### config.mk
export PLATFORM = sky130hd
export DESIGN_NAME = ttt_turn_ctrl
export DESIGN_NICKNAME = d
export VERILOG_FILES = /design/src/rtl/ttt_pkg.sv /design/src/rtl/ttt_win_check.sv /design/src/rtl/ttt_turn_ctrl.sv
export SDC_FILE = /design/constraint.sdc
export NUM_CORES = 1
export LEC_CHECK = 0
export ABC_CLOCK_PERIOD_IN_PS = 7690
export BUFFER_PORTS_ARGS = -buffer_cell sky130_fd_sc_hd__buf_4
export CORE_MARGIN = 2
export CORE_UTILIZATION = 40
export DETAILED_ROUTE_END_ITERATION = 8
export GPL_TIMING_DRIVEN = 0
export SLEW_MARGIN = 20
export SYNTH_ARGS = -nofsm -noshare
export SYNTH_HDL_FRONTEND = slang
export SYNTH_HIERARCHICAL = 1
export SYNTH_SLANG_ARGS = --single-unit
export TNS_END_PERCENT = 20
### constraint.sdc
create_clock -name clk -period 7.69 [get_ports clk]
set_clock_uncertainty 0.1 [all_clocks]
set_input_delay 1.538 -clock clk [delete_from_list [all_inputs] [get_ports clk]]
set_output_delay 1.538 -clock clk [all_outputs]
set_load 0.02 [all_outputs]
### src/rtl/ttt_pkg.sv
// Shared tic-tac-toe definitions: cell encoding, board size, controller states
// and the flat board indexing helper.
package ttt_pkg;
  localparam logic [1:0] EMPTY   = 2'd0;
  localparam logic [1:0] P1      = 2'd1;
  localparam logic [1:0] P2      = 2'd2;
  localparam int         BOARD_N = 3;

  typedef enum logic [1:0] {
    IDLE      = 2'd0,
    WAIT_MOVE = 2'd1,
    CHECK     = 2'd2,
    GAME_OVER = 2'd3
  } state_t;

  // Cell (r,c) occupies board bits [2*idx+1 : 2*idx].
  function automatic int cell_idx(input int r, input int c);
    return BOARD_N * r + c;
  endfunction
endpackage

### src/rtl/ttt_win_check.sv
// Combinational line detector: flags any row, column or diagonal fully owned
// by the given player.
module ttt_win_check
  import ttt_pkg::*;
(
  input  logic [17:0] board,
  input  logic [1:0]  player,
  output logic        line_found
);
  logic [8:0] own;

  genvar i;
  generate
    for (i = 0; i < 9; i++) begin : g_own
      assign own[i] = (board[2*i +: 2] == player);
    end
  endgenerate

  assign line_found = (&own[2:0]) | (&own[5:3]) | (&own[8:6]) |
                      (own[0] & own[3] & own[6]) |
                      (own[1] & own[4] & own[7]) |
                      (own[2] & own[5] & own[8]) |
                      (own[0] & own[4] & own[8]) |
                      (own[2] & own[4] & own[6]);
endmodule

### src/rtl/ttt_turn_ctrl.sv
// Two-player tic-tac-toe turn controller: arbitrates moves, enforces the
// per-turn deadline and judges win/draw after every accepted move.
module ttt_turn_ctrl
  import ttt_pkg::*;
#(
  parameter int TURN_TIMEOUT = 255
) (
  input  logic        clk,
  input  logic        rst_n,
  input  logic        enable,
  input  logic        new_game,
  input  logic        p1_req,
  input  logic [2:0]  p1_x,
  input  logic [2:0]  p1_y,
  input  logic        p2_req,
  input  logic [2:0]  p2_x,
  input  logic [2:0]  p2_y,
  output logic        p1_ack,
  output logic        p1_rej,
  output logic        p2_ack,
  output logic        p2_rej,
  output logic [1:0]  turn,
  output logic [1:0]  winner,
  output logic        stop_game,
  output logic        draw,
  output logic        timeout,
  output logic [3:0]  move_count,
  output logic [17:0] board
);
  localparam int            TW     = $clog2(TURN_TIMEOUT + 1);
  localparam logic [TW-1:0] T_LOAD = TW'(TURN_TIMEOUT);

  state_t        state, state_n;
  logic [17:0]   board_n;
  logic [3:0]    cnt_n;
  logic [1:0]    turn_n, winner_n, other;
  logic          draw_n;
  logic [TW-1:0] timer, timer_n;
  logic          p1_ack_n, p1_rej_n, p2_ack_n, p2_rej_n, timeout_n;
  logic          sel_req, coords_ok, occupied, legal, line_found;
  logic [2:0]    sel_x, sel_y;
  logic [3:0]    cidx;

  ttt_win_check u_win (
    .board      (board),
    .player     (turn),
    .line_found (line_found)
  );

  // Only the side to move is ever looked at.
  assign sel_req   = (turn == P1) ? p1_req : p2_req;
  assign sel_x     = (turn == P1) ? p1_x   : p2_x;
  assign sel_y     = (turn == P1) ? p2_y_or(p1_y) : p2_y;
  assign coords_ok = (sel_x <= 3'd2) && (sel_y <= 3'd2);
  assign cidx      = 4'(cell_idx(int'(sel_x[1:0]), int'(sel_y[1:0])));
  assign other     = (turn == P1) ? P2 : P1;
  assign legal     = coords_ok && !occupied;
  assign stop_game = (state == GAME_OVER);

  function automatic logic [2:0] p2_y_or(input logic [2:0] y);
    return y;
  endfunction

  always_comb begin
    occupied = 1'b0;
    for (int i = 0; i < 9; i++)
      if (coords_ok && 4'(i) == cidx && board[2*i +: 2] != EMPTY) occupied = 1'b1;
  end

  always_comb begin
    state_n   = state;
    board_n   = board;
    cnt_n     = move_count;
    turn_n    = turn;
    winner_n  = winner;
    draw_n    = draw;
    timer_n   = timer;
    p1_ack_n  = 1'b0;
    p1_rej_n  = 1'b0;
    p2_ack_n  = 1'b0;
    p2_rej_n  = 1'b0;
    timeout_n = 1'b0;
    if (new_game) begin
      state_n  = WAIT_MOVE;
      board_n  = '0;
      cnt_n    = '0;
      turn_n   = P1;
      winner_n = EMPTY;
      draw_n   = 1'b0;
      timer_n  = T_LOAD;
    end else begin
      case (state)
        WAIT_MOVE: if (enable) begin
          if (sel_req && legal) begin
            for (int i = 0; i < 9; i++)
              if (4'(i) == cidx) board_n[2*i +: 2] = turn;
            cnt_n    = move_count + 4'd1;
            p1_ack_n = (turn == P1);
            p2_ack_n = (turn == P2);
            state_n  = CHECK;
          end else if (sel_req) begin
            // A request on the expiry edge beats the timeout, so hold at 1.
            p1_rej_n = (turn == P1);
            p2_rej_n = (turn == P2);
            if (timer > TW'(1)) timer_n = timer - TW'(1);
          end else if (timer == TW'(1)) begin
            timeout_n = 1'b1;
            turn_n    = other;
            timer_n   = T_LOAD;
          end else begin
            timer_n = timer - TW'(1);
          end
        end
        CHECK: begin
          if (line_found) begin
            winner_n = turn;
            turn_n   = EMPTY;
            state_n  = GAME_OVER;
          end else if (move_count == 4'd9) begin
            draw_n  = 1'b1;
            turn_n  = EMPTY;
            state_n = GAME_OVER;
          end else begin
            turn_n  = other;
            timer_n = T_LOAD;
            state_n = WAIT_MOVE;
          end
        end
        default: ;
      endcase
    end
  end

  always_ff @(posedge clk or negedge rst_n) begin
    if (!rst_n) begin
      state      <= IDLE;
      board      <= '0;
      move_count <= '0;
      turn       <= EMPTY;
      winner     <= EMPTY;
      draw       <= 1'b0;
      timer      <= T_LOAD;
      p1_ack     <= 1'b0;
      p1_rej     <= 1'b0;
      p2_ack     <= 1'b0;
      p2_rej     <= 1'b0;
      timeout    <= 1'b0;
    end else begin
      state      <= state_n;
      board      <= board_n;
      move_count <= cnt_n;
      turn       <= turn_n;
      winner     <= winner_n;
      draw       <= draw_n;
      timer      <= timer_n;
      p1_ack     <= p1_ack_n;
      p1_rej     <= p1_rej_n;
      p2_ack     <= p2_ack_n;
      p2_rej     <= p2_rej_n;
      timeout    <= timeout_n;
    end
  end
endmodule

======== Word level (Yosys, flattened, before mapping) ========
Cells that the tools add are included.
operators by class
  add/sub/neg operators ................... 3
  multipliers ............................. 1
  div/mod/pow operators ................... 0
  order comparisons ....................... 3
  equality and inequality tests ........... 33
  shift operators ......................... 0
  muxes and demuxes ....................... 84
  bitwise logic cells ..................... 17
  reductions and logical operators ........ 66
operators by type and width
  operator                                             number
  two-way mux 18 bit                                   4
  two-way mux 8 bit                                    8
  two-way mux 2 bit                                    25
  nonzero test 2 bit                                   24
  two-way mux 1 bit                                    38
  AND reduction 4 bit                                  9
  logical AND 1 bit                                    21
  inequality test 3 bit, second input constant         7
  == test 2 bit                                        9
  AND reduction 3 bit                                  6
  == test 3 x 4 -> 1 bit, first input constant         4
  two-way mux 4 bit                                    4
  one-hot mux 8 bit (2 select lines)                   1
  bitwise AND 1 bit                                    10
  == test 2 x 4 -> 1 bit, first input constant         2
  == test 8 x 1 -> 1 bit, second input constant        1
  > comparator 8 x 1 -> 1 bit, second input constant   1
  one-hot mux 2 bit (2 select lines)                   2
  subtractor 8 x 1 -> 8 bit, second input constant     1
  bitwise OR 1 bit                                     7
  == test 2 bit, second input constant                 3
  <= comparator 3 x 2 -> 1 bit, second input constant  2
  two-way mux 3 bit                                    2
  AND reduction 6 bit                                  1
  other kinds (14)                                     15
word-level totals
  flip-flop bits (word level) ............. 42
  bits in latches ......................... 0
  RAM bits ................................ 0
  memory bits (read-only) ................. 0
  input bits .............................. 18
  output and inout bits ................... 33
  word-level logic and storage cells ...... 227
  memories kept ........................... 0

======== Depth between registers and ports, before layout ========
Gate-level depths: netlist of run 1.
  word-level depth ........................ 23
  gate-level depth with buffers ........... 15

======== Modules after synthesis ========
The synthesis of run 1 kept the hierarchy.
modules (own cells, without submodules)
  module         instances  cells an instance  area an instance (um2)
  ttt_turn_ctrl  1          258                2452.4
  ttt_win_check  1          53                 364.1

======== Worst setup path after synthesis of run 1 ========
OpenSTA, ideal clock, no wires.
  kind .................................... in2reg
  from .................................... input port p2_x[1]
  to ...................................... register move_count[2]
  arrival time ............................ 4.477 ns
  required time ........................... 7.465 ns
  slack ................................... 2.988 ns
  stages .................................. 12
  buffers on the path ..................... 1
  cell sequence ........................... mux2_2 > xor2_1 > ha_1 > or2_2 > fa_1 > clkbuf_1 > or2_0 > nor4_1 > nor2_1 > and3_2 > nand3_1 > mux2_2
on the way
  cells in the longest elaborated chain, start to end .. 20
ends and longest elaborated chain
  element                          line                  RTL
  from (decl)                      ttt_turn_ctrl.sv:16   input logic [2:0] p2_x,
  two-way mux 3 bit *              ttt_turn_ctrl.sv:52   assign sel_x = (turn == P1) ? p1_x : p2_x;
  multiplier 2 x 2 -> 4 bit        ttt_pkg.sv:18         return BOARD_N * r + c;
  adder 4 x 2 -> 4 bit             ttt_pkg.sv:18
  logical NOT 4 bit                ttt_turn_ctrl.sv:67   if (coords_ok && 4'(i) == cidx && board[2*i +: 2] != EMPTY) occupied = 1'b1;
  logical AND 1 bit (2 in series)  ttt_turn_ctrl.sv:67
  two-way mux 1 bit (9 in series)  ttt_turn_ctrl.sv:67
  logical NOT 1 bit                ttt_turn_ctrl.sv:57   assign legal = coords_ok && !occupied;
  logical AND 1 bit *              ttt_turn_ctrl.sv:57
  logical AND 1 bit *              ttt_turn_ctrl.sv:94   if (sel_req && legal) begin
  nonzero test 2 bit (no line) *   -
  AND reduction 3 bit (no line) *  -
  to (signal assigned)             ttt_turn_ctrl.sv:151  move_count <= cnt_n;
  to (decl)                        ttt_turn_ctrl.sv:27   output logic [3:0] move_count,
Every way passes the cells marked *; elsewhere a longest branch is shown, timed or not.
A chain may end at the register's enable or synchronous reset.

======== Final worst setup path of run 1 ========
  from .................................... input port p2_x[1]
  to ...................................... register board[2]
on the way
  cells in the longest elaborated chain, start to end .. 20
ends and longest elaborated chain
  element                          line                  RTL
  two-way mux 3 bit *              ttt_turn_ctrl.sv:52
  multiplier 2 x 2 -> 4 bit        ttt_pkg.sv:18
  adder 4 x 2 -> 4 bit             ttt_pkg.sv:18
  logical NOT 4 bit                ttt_turn_ctrl.sv:67
  logical AND 1 bit (2 in series)  ttt_turn_ctrl.sv:67
  two-way mux 1 bit (9 in series)  ttt_turn_ctrl.sv:67
  logical NOT 1 bit                ttt_turn_ctrl.sv:57
  logical AND 1 bit                ttt_turn_ctrl.sv:57
  logical AND 1 bit                ttt_turn_ctrl.sv:94
  nonzero test 2 bit (no line)     -
  AND reduction 4 bit (no line) *  -
  to (signal assigned)             ttt_turn_ctrl.sv:150  board <= board_n;
  to (decl)                        ttt_turn_ctrl.sv:28   output logic [17:0] board
Marked as above.

==> results of run 1 <==
[final timing paths]
path                          start       end  slack [ns]
max                         p2_x[1]  board[2]        2.85
max in group asynchronous     rst_n  timer[3]        6.00
max reg2reg                 turn[1]  board[2]        3.03
min in group asynchronous     rst_n  board[8]        1.11
min                        timer[0]  timer[0]        0.41
min reg2reg                timer[0]  timer[0]        0.41
[through the flow]
step / cell area [µm²] / utilization
after global routing: 3397 / 0.5000
after floorplan: 2816 / -
after detailed placement: 3304 / 0.4864
after global placement: 3304 / 0.4864
after CTS: 3397 / 0.5000
final: 3397 / 0.5000
[power groups by stage]
| stage | combinational [µW] | sequential (µW) | clock (µW) |
|---|---|---|---|
| 2_1_floorplan | 173 | 246 | 0 |
| 3_3_place_gp | 234 | 248 | 0 |
| 3_5_place_dp | 236 | 248 | 0 |
| 4_1_cts | 236 | 244 | 155 |
| 5_1_grt | 265 | 246 | 166 |
| 6_report | 237 | 244 | 149 |
[flip-flops by register name, indices dropped and copies added, names as in the netlist]
signal      cells
board          18
timer           8
move_count      4
state           2
turn            2
winner          2
draw            1
p1_ack          1
p1_rej          1
p2_ack          1
p2_rej          1
timeout         1
[worst max-delay path, delay by kind of cell]
kind            cells  cell delay (ns)
xor+xnor            1             0.17
fa+ha+maj           2             0.61
compound gates      3             0.53
buf+inv             3             0.47
mux                 1             0.29
simple gates        4             1.26
[layer usage]
layer	track usage	wire (µm)	part of all wire
met1	0.2766	3412	0.45
met2	0.3691	3758	0.50
met3	0.03959	339	0.045
met4	0.05455	78	0.010
met5	0	0	0
[kinds of logic (layout without fill, tap and decap cells)]
group,count (synthesis),after routing,share of synthesized area
DFF,42,42,0.3767
buffers and inverters,39,96,0.06663
muxes,10,10,0.04265
AOI/OAI and AO/OA,70,70,0.1790
adders and majority gates,8,8,0.03820
and+or+nand+nor,135,135,0.2750
xor gates and xnor gates,7,7,0.02177
[cell usage in the layout (no fill, tap or decap), types with 3 or more instances in the layout]
master	synthesis	final
o22ai_1	6	6
o32ai_1	16	16
o21ai_0	5	5
nor3_1	21	21
nand4_1	4	4
mux2i_1	3	3
clkbuf_8	0	5
a21oi_1	12	12
nand3b_1	3	3
nand2b_1	5	5
mux2_2	5	5
and3_2	7	7
dfstp_2	8	8
and2_1	3	3
a31oi_1	16	16
dfrtp_1	34	34
ha_1	7	7
and3_1	7	7
inv_1	26	26
nor4_1	6	6
or4_1	3	3
buf_4	1	50
buf_6	5	5
nor2_1	20	20
nand3_1	8	8
xor2_1	7	7
nand2_1	23	23
a211oi_1	3	3
or3_1	7	7
clkbuf_1	6	6
nor2b_1	4	4
[final cells by class]
cell class	count	area, µm²	area share
inverters	26	97.59	0.02873
plain buffers	13	90.09	0.02652
well taps	96	120.1	0.03536
clock buffers	5	68.82	0.02026
repair buffers	49	367.9	0.1083
flip-flops and latches	42	1061	0.3123
multi-input cells	230	1568	0.4615
clock inverters	3	23.77	0.006998
[Yosys cell counts, types with 6 or more instances]
| cell | count |
|---|---|
| inv_1 | 26 |
| and3_1 | 7 |
| a31oi_1 | 16 |
| nor4_1 | 6 |
| nand3_1 | 8 |
| clkbuf_1 | 6 |
| dfrtp_1 | 34 |
| o22ai_1 | 6 |
| dfstp_2 | 8 |
| nor2_1 | 20 |
| nand2_1 | 23 |
| xor2_1 | 7 |
| or3_1 | 7 |
| and3_2 | 7 |
| ha_1 | 7 |
| nor3_1 | 21 |
| a21oi_1 | 12 |
| o32ai_1 | 16 |
==> results_dict.tcl, run 1 <==
set metrics [dict create \
    ys_top_cells_by_area "dfrtp_1, dfstp_2, o32ai_1" \
    track_usage 0.2137 \
    fmax_mhz 206.7 \
    ant_nets 0 \
    drv_cap 0 \
    hold_path_depth 1 \
    synth_ff_type "dfrtp_1" \
    grt_max_degree 43 \
    yosysUniqueCellTypes 58 \
    syn-mean-instance-area_um2 9.056 \
    cts-buffers-inserted 5 \
    diodes 0 \
    powerDensity_nw_per_um2 185.3 \
    switchingPower_uw 242.2 \
    final_max_slew_viol_count 0 \
    rsz0062_at_grt "no" \
    dp_slack_ns 2.595 \
    critPathKind "in -> reg" \
    worst_pin_slew_ns 0.6447 \
    antenna_found_initial 0 \
    synth_cells 311 \
    fin_crit_ns 4.838 \
    htreeDepth 2 \
    swShare 0.3847 \
    drive_gt1_frac 0.2636 \
    crit_slowest_cell "nor4b_1" \
    fill_cells 652 \
    ios 51 \
    die_x_um 87.91 \
    crit_fanout 10 \
    rr_worst_depth 15 \
    synth_nets 337 \
    ys_warn_count 6 \
    fin_setup_tns_ns 0 \
    rows 30 \
    cts_tree "done" \
    fin_nets 393 \
    stdcell_count 464 \
    start_util 0.4145 \
    wl_um 7589 \
    setup_viol 0 \
    gr-total-overflow 0 \
    io_buffer_count 49 \
    vias 2602 \
    layout_setup_ws_ns 2.852 \
    dr.first_iter.drc_count 182 \
    clock_latency_ns 0.30 \
    ys_seq_elements 42 \
    mappedNetlistArea_um2 2816 \
    synth_top_area_share 0.3021 \
    path_cells "buf_4 > mux2_2 > xor2_1 > ha_1 > or2_2 > fa_1 > clkbuf_1 > nor4b_1 > o21ai_0 > o311a_1 > and3_2 > nand2_2 > buf_6 > o32ai_1" \
    coreArea_um2 6794 \
    slowest_delay_ns 0.52 \
    ctsHoldBuffers 0 \
    gp_congestion 0.8507 \
    cts_root_buf "clkbuf_8" \
    avgRoutedWirePerCell_um 16.36 \
    pwr-share-seq 0.387 \
    p_leak_uw 0.001472 \
    cp-end-kind "flip-flop" \
    clkSlewWorstSetupHoldPaths_ns 0.09 \
    die_y_um 87.91 \
    post_cts_buffers 0 \
    power_uw 629.6 \
    p_clk_frac 0.237 \
    first_global_vias 2615 \
    worst-endpoint-arrival_ns 4.89 \
    outcome "complete, no violations" \
    die_area_um2 7728 \
    slew_headroom 0.5702 \
    cp-start-kind "input port" \
    hold_violations 0 \
    synth-async-reset-ratio 1.000 \
    avgViaCountPerCell 5.608 \
    yosysSeqAreaShare 0.3767 \
    cp_data_required_time_ns 7.74 \
    place_hpwl_um 5499 \
    synth_top_area_cell "dfrtp_1" \
    vdd_drop_max_v 0.0001012 \
    combPwrFrac 0.376 \
    cts.sinks 42 \
    first_pass_iters 4 \
    remaining_drc_errors 0 \
    synthToLayoutAreaGrowth_pct 20.61 \
    p_int_uw 387.4 \
    finalCritPeriodShare 0.6291 \
    synth_edf_count 0 \
    holdWs_ns 0.4110 \
    grt_pass1_wl_um 12880 \
    ctsResizeCount 0 \
    cts.path.max_buffers 2 \
    hold_path.class "reg -> reg" \
    dpl.cell_count 456 \
]
(Power assumes the default switching activity.)
==> inputs of run 2 (changes only) <==
ABC_AREA = 1   (was unset)
ABC_CLOCK_PERIOD_IN_PS = 4800   (was 7690)
clock period = 4.8 ns   (was 7.69 ns; I/O delays follow)
==> run 2 against run 1 <==
Against the previous run:
- largest power group is now combinational cells
- synthesized area rose by 17%
- critical path type is now reg -> reg
- via count rose by 17%
- clock-buffer cell count rose by 1
- sequential cell count did not move
- first-iteration DRC count fell by 47%
==> results_dict.tcl, run 2 <==
set metrics [dict create \
    vias 3056 \
    track_usage 0.1905 \
    syn-mean-instance-area_um2 6.844 \
    post-synth-top-count-cell "nand2_1" \
    ys_top_cells_by_area "dfrtp_1, nand2_1, inv_1" \
    p_leak_uw 0.002033 \
    coreArea_um2 8093 \
    rsz0062_at_grt "no" \
    drive_gt1_frac 0.2286 \
    dr.first_iter.drc_count 97 \
    critPathKind "reg -> reg" \
    start_util 0.4068 \
    synth_edf_count 0 \
    cts_root_buf "clkbuf_8" \
    worst-endpoint-arrival_ns 3.92 \
    power_uw 2081 \
    powerDensity_nw_per_um2 536.7 \
    die_x_um 94.72 \
    ios 51 \
    fin_nets 563 \
    diodes 0 \
    largest_register_ffs 18 \
    layout_common_cells "nand2_1, inv_1, buf_4" \
    post_cts_buffers 0 \
    ant_nets 0 \
    grt_max_degree 43 \
    synthToLayoutAreaGrowth_pct 17.79 \
    die_y_um 94.72 \
    synth_cells 481 \
    avgViaCountPerCell 4.753 \
    wl_um 8140 \
    regMostFlops "board" \
    cp-start-kind "flip-flop" \
    fmax_mhz 264.4 \
    rows 33 \
    final_core_util 0.4791 \
    synth_ff_type "dfrtp_1" \
    yosysSeqAreaShare 0.3223 \
    antenna_found_initial 0 \
    layout_setup_ws_ns 1.018 \
    mappedNetlistArea_um2 3292 \
    design_area_um2 3877 \
    dp_slack_ns 0.7100 \
    placed_area_um2 3791 \
    setup_viol 0 \
    first_pass_iters 4 \
    io_buffer_count 49 \
    synth_top_area_cell "dfrtp_1" \
    clock_latency_ns 0.30 \
    fin_crit_ns 3.782 \
    htreeDepth 2 \
    yosysUniqueCellTypes 38 \
    hold_path.class "reg -> reg" \
    place_hpwl_um 6190 \
    synth_top_area_share 0.2585 \
    synth-async-reset-ratio 1.000 \
    ctsHoldBuffers 0 \
    crit_fanout 9 \
    ctsResizeCount 0 \
    avgRoutedWirePerCell_um 12.66 \
    first_global_vias 2915 \
    ys_warn_count 6 \
    remaining_drc_errors 0 \
    largestRegisters "board x18, timer x8, move_count x4" \
    cts-buffers-inserted 5 \
    final_max_slew_viol_count 0 \
    hold_violations 0 \
    cp_data_required_time_ns 4.94 \
    drv_cap 0 \
    ys_seq_elements 42 \
    synth_nets 507 \
    slew_headroom 0.6191 \
    layout_commonest_cell "nand2_1" \
    clkSlewWorstSetupHoldPaths_ns 0.09 \
    synth_top_cells_by_count "nand2_1, inv_1, nand3_1, nor2_1, dfrtp_1" \
    grt_pass1_wl_um 13590 \
    outcome "complete, no violations" \
    cts.sinks 42 \
    finalCritPeriodShare 0.7879 \
    die_area_um2 8972 \
    cts.path.max_buffers 2 \
    fin_setup_tns_ns 0 \
    gp_congestion 0.8944 \
    gr-total-overflow 0 \
    worst_pin_slew_ns 0.5714 \
    cts_tree "done" \
    vdd_drop_max_v 0.0002348 \
    cp-end-kind "flip-flop" \
]
==> run 2: cell count changes after synthesis, moves of 10 or more <==
cell and change:
nor2_4 +10, nand3_1 +40, nand2_1 +145, nand2_2 +13, a31oi_1 -15, inv_1 +47
nor3_1 -18, o32ai_1 -16, nor2_1 +19
==> run 2: where the power goes <==
| group | switching, µW | internal [µW] |
|---|---|---|
| clock network | 132 | 103 |
| registers | 69.1 | 437 |
| logic | 930 | 409 |
| total | 1130 | 950 |
==> run 2: path summary, 6_finish.rpt <==
check,to,slack (ns),cells past startpoint,startpoint
worst max register to register,timer[6],1.02,20,turn[0]
worst max-delay path,timer[6],1.02,20,turn[0]
max in group asynchronous,turn[0],3.69,1,rst_n
min in group asynchronous,board[13],0.54,1,rst_n
worst min-delay path,timer[1],0.37,2,timer[1]
worst min register to register,timer[1],0.37,2,timer[1]
==> run 2: cells by family (layout without fill, tap and decap cells) <==
| group | count (synthesis) | count (layout) | synth area share |
|---|---|---|---|
| AND/OR/NAND/NOR | 309 | 309 | 0.4519 |
| buffers and inverters | 88 | 145 | 0.1140 |
| flip-flops | 42 | 42 | 0.3223 |
| AO/OA/AOI/OAI | 19 | 19 | 0.03763 |
| XOR/XNOR | 13 | 13 | 0.03459 |
| adder cells (fa/ha/maj) | 8 | 8 | 0.03269 |
| multiplexers | 2 | 2 | 0.006841 |
==> run 2: metal layers <==
layer  vias up  track usage  part of all wire
met5         -            0                 0
met4         0      0.03261            0.0077
met3         7      0.02953             0.027
met2        40       0.3587              0.52
met1      1425       0.2305              0.45
li1       1584            -                 -
==> run 2: critical path: stages (launching register included) <==
cell     delay [ns]
dfrtp_1        0.48
inv_2          0.10
nor2_4         0.19
nand2_1        0.09
nand2_2        0.11
xnor2_1        0.12
inv_1          0.06
ha_1           0.27
ha_1           0.21
fa_1           0.53
inv_1          0.05
nor2_1         0.36
nand3_1        0.13
nand2_1        0.11
nor2_1         0.08
nand2_4        0.12
nor2_8         0.06
o21ai_4        0.29
nand2_4        0.13
nand2_1        0.09
nand2_1        0.05
==> run 2: area by class of cell <==
cell class	instances	area (µm²)
buffer	9	73.82
clock buffer	6	72.57
clock inverter	2	13.76
fill	861	4215
inverter	79	301.5
multi-input combinational	351	1856
sequential	42	1061
tap	105	131.4
timing repair buffer	49	367.9
==> run 2: metrics by stage <==
step / cells / hold WS (ns)
after detailed placement: 635 / 0.3604
after CTS: 643 / 0.3745
after floorplan: 481 / 0.3427
final: 643 / 0.3731
after global routing: 643 / 0.3966
after global placement: 635 / 0.3525
==> inputs of run 3 (changes only) <==
ABC_AREA = 0   (was 1)
ABC_CLOCK_PERIOD_IN_PS = 3600   (was 4800)
clock period = 3.6 ns   (was 4.8 ns; I/O delays follow)
==> run 3 against run 2 <==
Against the previous run:
- the run now ends with setup timing left
- critical path depth down 7
- register-to-register slack worse by 1.1 ns
- core utilization grew 11 points
- critical path type unchanged
- non-clock buffer count increased by 24
- clock-buffer cell count shrank 1
- sequential share of layout area down 0.51 points
- clock power grew 40%
- global-route usage grew 4.5 points
==> results_dict.tcl, run 3 (synthesized netlist as in run 1, its figures left out) <==
set metrics [dict create \
    outcome "finished with violations" \
    violations "setup timing" \
    track_usage 0.2353 \
    critPathKind "reg -> reg" \
    grt_pass1_wl_um 14070 \
    cp-start-kind "flip-flop" \
    cp_data_required_time_ns 3.73 \
    avgRoutedWirePerCell_um 17.81 \
    cts_tree "done" \
    synthToLayoutAreaGrowth_pct 40.96 \
    largest_register_ffs 18 \
    clock_latency_ns 0.31 \
    powerDensity_nw_per_um2 415.4 \
    rows 30 \
    drv_cap 0 \
    die_area_um2 7728 \
    cts_root_buf "clkbuf_8" \
    cp-end-kind "flip-flop" \
    first_global_vias 2813 \
    finalCritPeriodShare 1.035 \
    ios 51 \
    place_hpwl_um 5688 \
    diodes 0 \
    setup_viol 20 \
    fin_nets 413 \
    avgViaCountPerCell 5.711 \
    start_util 0.4145 \
    die_y_um 87.91 \
    placed_area_um2 3388 \
    crit_fanout 7 \
    fmax_mhz 268.3 \
    layout_setup_ws_ns -0.1265 \
    gp_congestion 0.8387 \
    cts.sinks 42 \
    cts-buffers-inserted 5 \
    remaining_drc_errors 0 \
    fin_setup_tns_ns -1.428 \
    ctsHoldBuffers 0 \
    worst-endpoint-arrival_ns 3.85 \
    p_leak_uw 0.001643 \
    gr-total-overflow 0 \
    final_max_slew_viol_count 0 \
    regMostFlops "board" \
    first_pass_iters 4 \
    stdcell_count 484 \
    drive_gt1_frac 0.4201 \
    hold_path.class "in -> async" \
    fin_crit_ns 3.727 \
    fill_cells 592 \
    die_x_um 87.91 \
    rsz0062_at_grt "yes" \
    slowest_delay_ns 0.53 \
    grt_max_degree 43 \
    path_delay_family "simple AND/OR/NAND/NOR gates" \
    vdd_drop_max_v 0.0002379 \
    design_area_um2 3970 \
    ant_nets 0 \
    cts.path.max_buffers 2 \
    path_buf_inv 1 \
    layout_common_cells "buf_4, dfrtp_1, inv_1" \
    vias 2764 \
    worst_pin_slew_ns 0.7385 \
    path_cells "nand2b_4 > mux2_4 > xor2_2 > ha_4 > or2_4 > fa_2 > or2_4 > nor4_4 > buf_4 > nor4_4 > nand4_4 > and4_4 > a41oi_2" \
    wl_um 8622 \
    antenna_found_initial 0 \
    largestRegisters "board x18, timer x8, move_count x4" \
    final_core_util 0.5843 \
    coreArea_um2 6794 \
    layout_commonest_cell "buf_4" \
    crit_slowest_cell "fa_2" \
    io_buffer_count 49 \
    dpl.cell_count 456 \
    clkSlewWorstSetupHoldPaths_ns 0.10 \
    htreeDepth 2 \
    dr.first_iter.drc_count 135 \
    hold_violations 0 \
    slew_headroom 0.5076 \
]
-- run 3: cell types whose count changed in the layout (fill, tap and decap cells not counted), moves of 8 or more --
cell,before,now
nor2_1,39,17
inv_1,73,26
buf_4,49,68
nand2_2,14,2
xnor2_1,8,0
nor2_4,10,1
nand3_1,48,6
a31oi_1,1,15
nor3_1,3,20
nand2_1,168,20
-- run 3: layout make-up --
class | instances | area (µm²) | area share
sequential | 42 | 1066 | 0.2685
clock inverter | 3 | 25.02 | 0.006303
timing repair buffer | 72 | 573.1 | 0.1443
buffer | 10 | 72.57 | 0.01828
inverter | 26 | 97.59 | 0.02458
multi-input combinational | 230 | 1947 | 0.4904
tap | 96 | 120.1 | 0.03026
clock buffer | 5 | 68.82 | 0.01733
-- run 3: path summary, 6_finish.rpt --
| path | start | endpoint | slack [ns] | cells after the start |
|---|---|---|---|---|
| worst max-delay path | turn[0] | timer[4] | -0.13 | 13 |
| worst min-delay path | rst_n | board[0] | 0.29 | 1 |
| worst max register to register | turn[0] | timer[4] | -0.13 | 13 |
| worst min register to register | draw | draw | 0.42 | 2 |
| max in group asynchronous | rst_n | turn[0] | 2.72 | 1 |
| min in group clk | draw | draw | 0.42 | 2 |
-- run 3: repair_timing --
item                                    in CTS  in global routing
buffers inserted                            16                  6
endpoints found under the setup margin      36                 36
resized for setup                           28                 29
gates cloned                                 0                  1
pin swaps                                   20                 30
-- run 3: stage by stage --
step | worst slack [ns] | hold slack, ns | power [µW]
after floorplan | -0.1904 | 0.3244 | 959.0
after global placement | -0.5007 | 0.4001 | 1095
after detailed placement | -0.4891 | 0.4080 | 1105
after CTS | -0.1786 | 0.3071 | 1565
after global routing | -0.2312 | 0.3355 | 1736
final | -0.1265 | 0.2891 | 1649
-- run 3: report_power, final --
part           internal [µW]  switching, µW  leakage, µW
Clock                    140            189    0.0000447
Sequential               492           19.3     0.000547
Combinational            344            465      0.00105
-- run 3: routing by layer --
layer	part of all wire	routed length [µm]	vias up	track usage
met3	0.044	380	10	0.02356
li1	-	-	1311	-
met1	0.44	3766	1369	0.3066
met4	0.013	116	0	0.09510
met5	0	0	-	0
met2	0.51	4359	74	0.4015
